## config.mk

```make
export PLATFORM = sky130hd
export DESIGN_NAME = pipe_stage_chain
export DESIGN_NICKNAME = d
export VERILOG_FILES = /design/src/rtl/pipe_stage_chain.sv
export SDC_FILE = /design/constraint.sdc
export NUM_CORES = 1
export LEC_CHECK = 0
export BUFFER_PORTS_ARGS = -buffer_cell sky130_fd_sc_hd__buf_2
export CORE_AREA = 2 2 124 126
export DETAILED_ROUTE_END_ITERATION = 12
export DIE_AREA = 0 0 126 128
export GPL_ROUTABILITY_DRIVEN = 0
export PLACE_DENSITY = 0.46
export SYNTH_ARGS = -nofsm -noshare
export SYNTH_HDL_FRONTEND = slang
export SYNTH_SLANG_ARGS = --single-unit
export TNS_END_PERCENT = 50
```

## constraint.sdc

```tcl
create_clock -name clk -period 2.4 [get_ports clk]
set_clock_uncertainty 0.2 [all_clocks]
set_input_delay 0.6 -clock clk [delete_from_list [all_inputs] [get_ports clk]]
set_output_delay 0.6 -clock clk [all_outputs]
set_load 0.05 [all_outputs]
```

## src/rtl/pipe_stage_chain.sv

```systemverilog
// Pipeline register chain with per-stage valid bits and bubble-collapsing flow control.
//
// Stage 0 is the input stage and stage DEPTH-1 is the output stage. A stage
// loads from its upstream neighbour whenever it is empty or is emptying in the
// same cycle, so gaps in the stream close up under backpressure.
//
// Ports:
//   clk        rising-edge clock
//   clrn       asynchronous active-low reset
//   clr        synchronous flush of all stages (active high)
//   ena        global advance enable; 0 freezes the chain
//   in_valid   upstream data valid
//   in_ready   chain accepts in_data this cycle
//   in_data    upstream data
//   out_valid  output stage holds valid data
//   out_ready  downstream can accept
//   out_data   output-stage data, always driven
//   count      number of valid stages, 0..DEPTH
module pipe_stage_chain #(
  parameter int unsigned WIDTH = 32,
  parameter int unsigned DEPTH = 3,
  localparam int unsigned CNT_W = $clog2(DEPTH + 1)
) (
  input  logic             clk,
  input  logic             clrn,
  input  logic             clr,
  input  logic             ena,
  input  logic             in_valid,
  output logic             in_ready,
  input  logic [WIDTH-1:0] in_data,
  output logic             out_valid,
  input  logic             out_ready,
  output logic [WIDTH-1:0] out_data,
  output logic [CNT_W-1:0] count
);

  logic [DEPTH-1:0] valid_q, valid_d;
  logic [WIDTH-1:0] data_q [DEPTH];
  logic [WIDTH-1:0] data_d [DEPTH];
  logic [CNT_W-1:0] count_q, count_d;

  // Per-stage source (what each stage would load if it advances).
  logic [DEPTH-1:0] src_valid;
  logic [WIDTH-1:0] src_data [DEPTH];

  // rdy[i]: stage i can take a new value this cycle.
  logic [DEPTH:0]   rdy;

  logic             run;
  logic             accept;
  logic             emit;

  always_comb begin
    rdy        = '0;
    rdy[DEPTH] = out_ready;
    for (int i = int'(DEPTH) - 1; i >= 0; i--) begin
      rdy[i] = !valid_q[i] || rdy[i+1];
    end
  end

  always_comb begin
    src_valid    = '0;
    src_valid[0] = in_valid;
    src_data[0]  = in_data;
    for (int i = 1; i < int'(DEPTH); i++) begin
      src_valid[i] = valid_q[i-1];
      src_data[i]  = data_q[i-1];
    end
  end

  assign run       = ena && !clr;
  assign in_ready  = run && rdy[0];
  assign out_valid = run && valid_q[DEPTH-1];
  assign out_data  = data_q[DEPTH-1];
  assign count     = count_q;

  assign accept = in_ready && in_valid;
  assign emit   = out_valid && out_ready;

  always_comb begin
    valid_d = valid_q;
    data_d  = data_q;
    count_d = count_q;
    if (clr) begin
      valid_d = '0;
      for (int i = 0; i < int'(DEPTH); i++) begin
        data_d[i] = '0;
      end
      count_d = '0;
    end else if (ena) begin
      for (int i = 0; i < int'(DEPTH); i++) begin
        // A bubble still loads data; its content is don't-care.
        if (rdy[i]) begin
          valid_d[i] = src_valid[i];
          data_d[i]  = src_data[i];
        end
      end
      count_d = count_q + CNT_W'(accept) - CNT_W'(emit);
    end
  end

  always_ff @(posedge clk or negedge clrn) begin
    if (!clrn) begin
      valid_q <= '0;
      for (int i = 0; i < int'(DEPTH); i++) begin
        data_q[i] <= '0;
      end
      count_q <= '0;
    end else begin
      valid_q <= valid_d;
      data_q  <= data_d;
      count_q <= count_d;
    end
  end

endmodule

```

======== Word-level counts from Yosys, hierarchy flattened ========
Index checks and enable logic that the tools add are counted.
word-level totals
  flip-flop bits (word level) ............. 101
  input bits .............................. 38
  output and inout bits ................... 36
  word-level logic and storage cells ...... 40
operators by class
  add/subtract/negate cells ............... 2
  mux-type cells .......................... 12
  reduce and logical (&&, ||, !) cells .... 19
operators with widths
  kind                                         number
  96-bit two-way mux                           2
  32-bit two-way mux                           3
  2-bit nonzero test                           4
  3-bit two-way mux                            2
  2-bit AND reduction                          3
  1-bit logical AND                            5
  1-bit zero test                              4
  2-bit two-way mux                            2
  1-bit logical OR                             3
  1-bit two-way mux                            3
  2-bit by 1-bit adder with 2-bit output       1
  2-bit by 1-bit subtractor with 2-bit output  1

======== Depth between registers and ports, before layout ========
Gate-level depths: netlist of run 1.
  depth in word-level cells ............... 10
  depth in mapped cells ................... 11
  mapped depth without buffers ............ 9

======== Least setup slack after synthesis of run 1 ========
Ideal clock, no wire load.
  path type ............................... input-to-reg
  from .................................... in clr
  to ...................................... reg count_q[1], in the netlist count[1]
  setup time .............................. 120 ps
  arrival time ............................ 2499 ps
  required time ........................... 2080 ps
  slack ................................... -419 ps
  cell stages on the path ................. 9
  buffers on the path ..................... 0
  cells stage by stage .................... nand2b_4 -> nor2_1 -> and2_1 -> ha_1 -> inv_1 -> ha_1 -> xor2_1 -> a21oi_1 -> a31o_1
on the way
  elaborated cells on any way between the ends .. 11
  classes of those cells .................. add/sub: 2; mux: 2; reduce/logical: 7
RTL lines
  item                                         RTL line  source
  from (decl)                                  26        input logic clr,
  1-bit zero test                              71        assign run = ena && !clr;
  1-bit logical AND                            71
  1-bit logical AND                            73        assign out_valid = run && valid_q[DEPTH-1];
  net out_valid                                31        output logic out_valid,
  1-bit logical AND                            78        assign emit = out_valid && out_ready;
  2-bit by 1-bit subtractor with 2-bit output  98        count_d = count_q + CNT_W'(accept) - CNT_W'(emit);
  2-bit two-way mux                            90        end else if (ena) begin
  2-bit two-way mux                            84        if (clr) begin
  to (signal assigned)                         112       count_q <= count_d;
  to (decl)                                    40        logic [CNT_W-1:0] count_q, count_d;
The timed path passes the listed nets, and every way through them passes these cells. The select of a mux whose other input is x is not followed.
A chain may end at the register's enable or synchronous reset.

======== Worst setup path after layout of run 1 ========
  from .................................... reg valid_q[1]
  to ...................................... out in_ready
on the way
  cells in the longest elaborated chain, start to end .. 4
RTL lines
  item                           RTL line  source
  from (decl)                    37        logic [DEPTH-1:0] valid_q, valid_d;
  from (signal assigned)         110       valid_q <= valid_d;
  1-bit zero test                57        rdy[i] = !valid_q[i] || rdy[i+1];
  1-bit logical OR (2 in a row)  57
  1-bit logical AND              72        assign in_ready = run && rdy[0];
  to (decl)                      29        output logic in_ready,
Every way passes these cells.

==> results of run 1 <==
-- worst max-delay path, cell delays in order (launching register included) --
cell and delay [ps]:
dfrtp_2 460, nand4b_1 140, nor2b_4 210, buf_4 180, buf_4 210
-- placed cells by master, fill, tap and decap left out, types with 3 or more instances in the layout --
master,netlist,routed
dfrtp_1,101,99
a21oi_4,2,4
a21oi_1,18,17
buf_2,11,70
nand3_1,16,16
o21ai_1,16,16
a22o_1,83,83
buf_4,38,17
clkinv_4,0,3
clkbuf_16,0,9
-- state kept, by name, indices dropped and copies added (netlist names) --
name	cells
data_q	64
count	2
out_data	32
valid_q	3
-- metrics by stage --
step	setup WS, ps	hold WS [ps]	total power [mW]	cells	util
2_1_floorplan	6.98	104	2.00	314	-
3_3_place_gp	86.9	274	2.11	535	0.304
3_5_place_dp	48.6	280	2.12	535	0.304
4_1_cts	17.8	8.80	3.61	551	0.325
5_1_grt	0.724	24.0	3.70	551	0.325
6_report	56.2	2.38	3.55	551	0.325
-- metal layers --
metal | vias to the layer above | share of wire | GRT usage
met5 | - | 0 | 0
met4 | 0 | 0.013 | 0.0388
met3 | 8 | 0.035 | 0.0309
met2 | 52 | 0.48 | 0.204
met1 | 1354 | 0.47 | 0.167
li1 | 1220 | - | -
-- logic make-up after synthesis --
kind of cell	after synthesis	share of synthesized area
AO/OA/AOI/OAI	121	0.231
flip-flops	101	0.617
buffers and inverters	59	0.0996
AND/OR/NAND/NOR	29	0.0415
adder cells (fa/ha/maj)	2	0.00611
XOR/XNOR	1	0.00214
multiplexers	1	0.00244
-- power groups by stage --
stage	logic (mW)	registers [mW]	clock network, mW
6_report	0.283	1.80	1.47
5_1_grt	0.313	1.80	1.58
3_3_place_gp	0.287	1.83	0
3_5_place_dp	0.291	1.83	0
2_1_floorplan	0.177	1.82	0
4_1_cts	0.292	1.80	1.52
-- layout make-up --
cell class / count / area (sq um)
Fill cell: 1503 / 10000
Sequential cell: 101 / 2530
Clock buffer: 9 / 225
Tap cell: 188 / 235
Multi-Input combinational cell: 154 / 1230
Inverter: 3 / 11.3
Timing Repair Buffer: 89 / 518
Clock inverter: 7 / 81.3
-- worst min path at each step --
stage | cells after the start | start | end
detailed placement | 1 | data_q[40]$_DFFE_PN0P_ | out_data[8]$_DFFE_PN0P_
floorplan | 0 | clrn | count[0]$_DFFE_PN0P_
global placement | 1 | data_q[93]$_DFFE_PN0P_ | data_q[61]$_DFFE_PN0P_
global route | 1 | clrn | data_q[42]$_DFFE_PN0P_
finish | 1 | clrn | data_q[42]$_DFFE_PN0P_
CTS | 1 | clrn | data_q[42]$_DFFE_PN0P_
==> flow_summary_export.csv, run 1 <==
group,metric,value,unit
detailed_routing,avgViaCountPerCell,4.78,
power,ir_drop,308,uV
die,core-area,14900,sq um
cts,cts_root_buf,"clkbuf_16",
setup_path,start_kind,"flop",
power,power_frac_comb,0.080,
cts,clkTransAtPathRegs,70,ps
synthesis,synth_warnings,0,
layout,final_nets,398,
sta,worst_pin_slew,932,ps
synthesis,synth-edff-count,0,
synthesis,synth_seq_area_share,0.617,
layout,area_growth,17.9,%
setup_path,r2r-start,"valid_q[1]$_DFFE_PN0P_",
die,start_util,0.276,
min_path,hold_class,"input pin to asynchronous set/reset pin",
synthesis,avgSynthCellArea,13.0,sq um
setup_path,cp-startpoint,"valid_q[1]$_DFFE_PN0P_",
sta,maxSlewViolCount,0,
job,maxCapViolCount,0,
synthesis,synth.largest_area_cell,"dfrtp_1",
sta,fin_crit_sh,0.977,
cts,postCtsSetupBuffers,0,
sta,hold_violations,0,
run_status,outcome,"completed",
power,p_sw,0.873,mW
power,clkPwrFrac,0.415,
power,power_density,736,nW/um^2
power,p_leak,2.37,nW
global_routing,grt_overflow_total,0,
layout,n_antenna_cell,0,
die,fp.dieH,128,um
sta,max_freq,427,MHz
cts,cts_tree,"done",
die,die_area,16100,sq um
setup_path,crit_end,"in_ready",
detailed_routing,wire_per_inst,17.6,um
cts,cts_buffer_depth,2,
detailed_routing,num_vias,2634,
synthesis,synthTopCellsByCount,"dfrtp_1 (101), a22o_1 (83), buf_4 (38)",
power,netSwitchingFraction,0.246,
synthesis,synthArstFlopShare,1.00,
detailed_routing,drt_iter0_drc,133,
setup_path,reg2reg_slack,330,ps
global_routing,grt_max_degree,34,
synthesis,postSynthCellCount,314,
sta,tns,0,ps
layout,drive_gt1_frac,0.336,
synthesis,yosysMostFrequentCell,"dfrtp_1",
detailed_routing,routed_wl,9690,um
synthesis,synth_top_area_share,0.617,
synthesis,synth_area_leaders,"dfrtp_1 (62%), a22o_1 (18%), buf_4 (7.0%)",
global_routing,grt_antenna_before_repair,0,
die,die_w,126,um
cts,cts_resized,1,
global_routing,grt_first_pass_wirelength,15600,um
place,placed_cell_area,4520,sq um
cts,htreeDepth,3,
global_routing,grt_pass1_vias,2810,
global_routing,gr-usage-all-layers,0.126,
setup_path,end_kind,"output pin",
cts,cts_hold_buffers,0,
detailed_routing,ant_nets,0,
sta,fin_crit,2340,ps
cts,cts.sink_count,101,
sta,rsz0062_at_grt,"no",
place,port_buffers,73,
detailed_routing,drc_errors,0,
place,hpwl,6570,um
power,p_int,2.68,mW
cts,numCtsBuffers,9,
setup_path,critPathKind,"flop to output pin",
synthesis,syn_area,4100,sq um
synthesis,synthesis.nets,354,
die,rows,45,
detailed_routing,drtPass1Iterations,4,
setup_path,cp.required,1600,ps
synthesis,ys_seq_elements,101,
synthesis,ys.flop_type,"dfrtp_1",
layout,final_area,4830,sq um
power,p_seq_frac,0.505,
die,num_io_pins,74,
synthesis,synth.distinct_cells,28,
setup_path,reg2reg_to,"count[1]$_DFFE_PN0P_",
setup_path,r2r_cells,9,
setup_path,cp.arrival,1540,ps
setup_path,crit_fanout,8,
cts,clk_latency,340,ps
sta,finalSetupViolCount,0,
sta,maxSlewHeadroom,0.378,
No activity file was read; power rests on OpenSTA's default activity.
==> run 2, diff against run 1 <==
- RECOVER_POWER: unset -> 50
==> run 2 against run 1 <==
Critical endpoint unchanged. Die area did not move. Global-route usage did not move. Critical path type unchanged. Critical path depth did not move.
==> flow_summary_export.csv, run 2 (synthesis results as in run 1) <==
group,metric,value,unit
min_path,hold_class,"input pin to asynchronous set/reset pin",
die,core-area,14900,sq um
layout,drive_gt1_frac,0.317,
die,fp.dieH,128,um
setup_path,cp.required,1600,ps
run_status,outcome,"completed",
detailed_routing,routed_wl,9710,um
global_routing,grt_max_degree,34,
cts,numCtsBuffers,9,
cts,cts_tree,"done",
layout,area_growth,16.8,%
cts,cts_buffer_depth,2,
layout,largest-register,"data_q",
setup_path,slowest_stage,"dfrtp_2",
layout,layout_common_cells,"dfrtp_1 (99), a22o_1 (83), buf_2 (69)",
power,ir_drop,307,uV
sta,rsz0062_at_grt,"no",
sta,maxSlewHeadroom,0.377,
detailed_routing,m1WireLength,4560,um
detailed_routing,wire_per_inst,17.6,um
layout,finalNonFillerCells,551,
sta,fin_crit_sh,0.976,
layout,multi_input_area,1220,sq um
sta,tns,0,ps
setup_path,crit_fanout,8,
power,clkPwrFrac,0.416,
job,maxCapViolCount,0,
setup_path,crit_buf_inv,2,
layout,largest_register_ffs,64,
place,dp_cells,535,
detailed_routing,met3_length,382,um
layout,n_antenna_cell,0,
die,start_util,0.276,
power,power_frac_comb,0.077,
setup_path,cpMostUsedCell,"buf_4",
die,die_w,126,um
setup_path,cp.arrival,1540,ps
setup_path,critPathKind,"flop to output pin",
cts,cts_hold_buffers,0,
layout,layout_commonest_cell,"dfrtp_1",
sta,finalSetupViolCount,0,
place,port_buffers,73,
power,power_density,741,nW/um^2
layout,final_nets,398,
power,netSwitchingFraction,0.246,
place,hpwl,6570,um
sta,fin_crit,2340,ps
setup_path,start_kind,"flop",
global_routing,grt_overflow_total,0,
setup_path,critPathTopFamily,"flip-flops",
die,rows,45,
place,dp_slack,48.6,ps
cts,cts_root_buf,"clkbuf_16",
sta,fin_ws,56.5,ps
global_routing,grt_pass1_vias,2810,
cts,htreeDepth,3,
power,p_seq_frac,0.506,
detailed_routing,routed.top_layer,"met4",
global_routing,grt_antenna_before_repair,0,
cts,cts.sink_count,101,
detailed_routing,drt_iter0_drc,149,
power,p_int,2.67,mW
cts,clkTransAtPathRegs,70,ps
sta,maxSlewViolCount,0,
detailed_routing,avgViaCountPerCell,4.77,
sta,hold_violations,0,
global_routing,grt_first_pass_wirelength,15600,um
setup_path,end_kind,"output pin",
detailed_routing,num_vias,2631,
power,p_sw,0.873,mW
layout,regArea,2530,sq um
cts,clk_latency,340,ps
sta,worst_pin_slew,934,ps
power,p_leak,2.34,nW
die,die_area,16100,sq um
global_routing,gr-usage-all-layers,0.126,
detailed_routing,drc_errors,0,
setup_path,cp_cell_sequence,"nand4b_1, nor2b_4, buf_4, buf_4",
detailed_routing,drtPass1Iterations,4,
layout,finalCoreUtilization,0.322,
detailed_routing,ant_nets,0,
layout,nFillCells,1507,
detailed_routing,dr_wl_met2,4690,um
setup_path,cp_slowest_stage_delay,460,ps
die,num_io_pins,74,
sta,max_freq,427,MHz
## run 2: cell types whose count changed in the layout (fill, tap and decap cells not counted), sizes merged
cell / previous run / this run
buf: 89 / 81
clkbuf: 9 / 17
## run 2: worst register-to-register path, cell delays in order (launching register included)
cell,delay [ps]
dfrtp_2,460
nand4b_1,150
nor2b_4,210
nand2_4,60
ha_4,260
inv_2,30
ha_4,140
xor2_1,180
a21oi_1,80
a31o_1,200
## run 2: through the flow
step	hold slack, ps	cell area [sq um]	total power [mW]
after global placement	274	4520	2.11
after CTS	8.80	4830	3.61
after global routing	209	4780	3.69
after floorplan	104	4150	2.00
final	153	4780	3.55
after detailed placement	280	4520	2.12
## run 2: metal layers
layer  track usage  vias to the layer above
met5             0                        -
met4        0.0388                        0
met3        0.0309                        4
met2         0.204                       56
met1         0.167                     1349
li1              -                     1222
## run 2: power by group through the flow
stage	registers [mW]	logic, mW	clock network [mW]
after global routing	1.80	0.303	1.58
after global placement	1.83	0.287	0
final	1.80	0.274	1.48
after detailed placement	1.83	0.291	0
after CTS	1.80	0.292	1.52
after floorplan	1.82	0.177	0
## run 2: final timing paths
| kind | from | end | slack [ps] | cells past startpoint |
|---|---|---|---|---|
| max | valid_q[1]$_DFFE_PN0P_ | in_ready | 60 | 4 |
| min reg2reg | data_q[94]$_DFFE_PN0P_ | data_q[62]$_DFFE_PN0P_ | 290 | 1 |
| max in group asynchronous | clrn | out_data[25]$_DFFE_PN0P_ | 510 | 2 |
| max reg2reg | valid_q[1]$_DFFE_PN0P_ | count[1]$_DFFE_PN0P_ | 310 | 9 |
| min in group clk | in_data[19] | data_q[83]$_DFFE_PN0P_ | 280 | 2 |
| min | clrn | out_data[13]$_DFFE_PN0P_ | 150 | 1 |
## run 2: cell type report
class | count | area share
Sequential cell | 101 | 0.529
Timing Repair Buffer | 89 | 0.101
Inverter | 3 | 0.00235
Multi-Input combinational cell | 154 | 0.255
Clock inverter | 7 | 0.0170
Tap cell | 188 | 0.0492
Clock buffer | 9 | 0.0471
## run 2: what timing repair did
item,CTS,global route
resized for setup,1,2
setup buffers,0,0
endpoints found under the setup margin,1,1
==> run 3, diff against run 2 <==
- ABC_CLOCK_PERIOD_IN_PS: unset -> 2400
- CORE_AREA: 2 2 124 126 -> 2 2 160 99
- DIE_AREA: 0 0 126 128 -> 0 0 162 101
==> run 3 against run 2 <==
Highest routed layer unchanged. Non-clock buffer count is 1 higher. Sequential power about the same. Critical path depth did not move. Clock-buffer cell count unchanged. Via count is 1.3% higher. Flip-flop and latch count did not move. Die area increased by 1.5%. Final area up 0.63%. Register-to-register slack is essentially flat. Clock power fell by 3%. Worst setup slack gained 28 ps.
==> flow_summary_export.csv, run 3 (synthesis results as in run 1) <==
group,metric,value,unit
die,rows,35,
detailed_routing,drt_iter0_drc,153,
sta,maxSlewHeadroom,0.314,
setup_path,slowest_stage,"dfrtp_2",
sta,hold_violations,0,
layout,largest_register_ffs,64,
detailed_routing,num_vias,2664,
setup_path,cp.arrival,1520,ps
die,die_area,16400,sq um
global_routing,grt_max_degree,34,
place,port_buffers,73,
layout,n_antenna_cell,0,
setup_path,cp.required,1600,ps
detailed_routing,ant_nets,0,
global_routing,gr-usage-all-layers,0.129,
layout,drive_gt1_frac,0.328,
cts,cts_buffer_depth,2,
sta,rsz0062_at_grt,"no",
setup_path,critPathKind,"flop to output pin",
die,num_io_pins,74,
setup_path,start_kind,"flop",
cts,postCtsSetupBuffers,0,
detailed_routing,drtPass1Iterations,5,
setup_path,cp.depth,4,
die,start_util,0.274,
power,p_leak,2.36,nW
layout,largest-register,"data_q",
layout,layout_common_cells,"dfrtp_1 (100), a22o_1 (83), buf_2 (70)",
detailed_routing,avgViaCountPerCell,4.71,
setup_path,end_kind,"output pin",
power,p_total,3.52,mW
layout,layout_commonest_cell,"dfrtp_1",
detailed_routing,routed_wl,10100,um
setup_path,crit_buf_inv,2,
layout,final_nets,399,
global_routing,grt_overflow_total,0,
setup_path,r2r_cells,9,
power,ir_drop,298,uV
sta,tns,0,ps
sta,fin_crit,2320,ps
min_path,hold_class,"input pin to flop",
global_routing,grt_pass1_vias,2711,
cts,cts_tree,"done",
run_status,outcome,"completed",
global_routing,grt_first_pass_wirelength,15900,um
setup_path,crit_fanout,5,
sta,hold_ws,276,ps
die,fp.dieH,101,um
cts,clkTransAtPathRegs,70,ps
die,core-area,15000,sq um
sta,worst_pin_slew,1030,ps
sta,fin_crit_sh,0.965,
cts,clk_latency,340,ps
sta,maxSlewViolCount,0,
sta,finalSetupViolCount,0,
layout,nFillCells,1526,
setup_path,cp_cell_sequence,"nand4b_1, nor2b_4, buf_4, clkbuf_4",
layout,area_growth,17.5,%
global_routing,grt_antenna_before_repair,0,
setup_path,critPathTopFamily,"flip-flops",
cts,cts_root_buf,"clkbuf_16",
cts,cts.sink_count,101,
detailed_routing,wire_per_inst,17.8,um
sta,max_freq,432,MHz
power,power_density,732,nW/um^2
job,maxCapViolCount,0,
min_path,min_delay_path_depth,2,
setup_path,cp_slowest_stage_delay,450,ps
cts,htreeDepth,3,
place,hpwl,6730,um
detailed_routing,drc_errors,0,
die,die_w,162,um
cts,numCtsBuffers,9,
[run 3: cell types whose count changed in the layout (fill, tap and decap cells not counted), moves of 2 or more]
cell / delta
clkbuf_1: -5
clkbuf_4: +3
clkinv_2: +2
o21ai_0: +5
o21ai_1: -5
clkinv_4: -3
[run 3: worst paths after layout]
path	startpoint	endpoint	slack, ps
max in group asynchronous	clrn	valid_q[1]$_DFFE_PN0P_	420
min in group asynchronous	clrn	out_data[3]$_DFFE_PN0P_	630
setup reg to reg	valid_q[1]$_DFFE_PN0P_	count[1]$_DFFE_PN0P_	320
hold / removal	in_data[13]	data_q[77]$_DFFE_PN0P_	280
hold reg to reg	data_q[67]$_DFFE_PN0P_	data_q[35]$_DFFE_PN0P_	290
setup / recovery	valid_q[1]$_DFFE_PN0P_	in_ready	80
[run 3: stage by stage]
step / utilization / setup WS [ps] / area, sq um / instances
6_report: 0.321 / 84.7 / 4810 / 566
3_5_place_dp: 0.304 / 51.4 / 4550 / 550
2_1_floorplan: - / 6.98 / 4150 / 314
5_1_grt: 0.321 / 25.4 / 4810 / 566
3_3_place_gp: 0.304 / 58.0 / 4550 / 550
4_1_cts: 0.324 / 4.49 / 4850 / 566
[run 3: worst register-to-register path: stages (launching register included)]
cell,delay (ps)
dfrtp_2,450
nand4b_1,140
nor2b_4,210
nand2_4,60
ha_4,260
inv_2,40
ha_4,140
xor2_1,180
a21oi_1,80
a31o_1,200
[run 3: layout make-up]
type / count / area (sq um) / share of cell area
Timing Repair Buffer: 90 / 508 / 0.106
Tap cell: 203 / 254 / 0.0528
Multi-Input combinational cell: 154 / 1220 / 0.254
Inverter: 3 / 11.3 / 0.00234
Clock buffer: 9 / 225 / 0.0468
Sequential cell: 101 / 2530 / 0.525
Clock inverter: 6 / 63.8 / 0.0133
[run 3: power breakdown]
group          total, mW  switching, mW  internal, mW
registers           1.80         0.0370          1.76
logic              0.282          0.186        0.0965
clock network       1.44          0.639         0.803
[run 3: timing repair]
item	in CTS	in global routing
setup endpoints to repair	0	1
hold endpoints to repair	25	0
gates resized for setup	0	2
hold buffers	1	0
[run 3: per-layer routing]
| metal | up-vias | global-route usage | share of wire |
|---|---|---|---|
| met5 | - | 0 | 0 |
| met4 | 0 | 0.0313 | 0.0092 |
| met3 | 11 | 0.0374 | 0.064 |
| met2 | 86 | 0.167 | 0.39 |
| met1 | 1350 | 0.206 | 0.53 |
| li1 | 1217 | - | - |
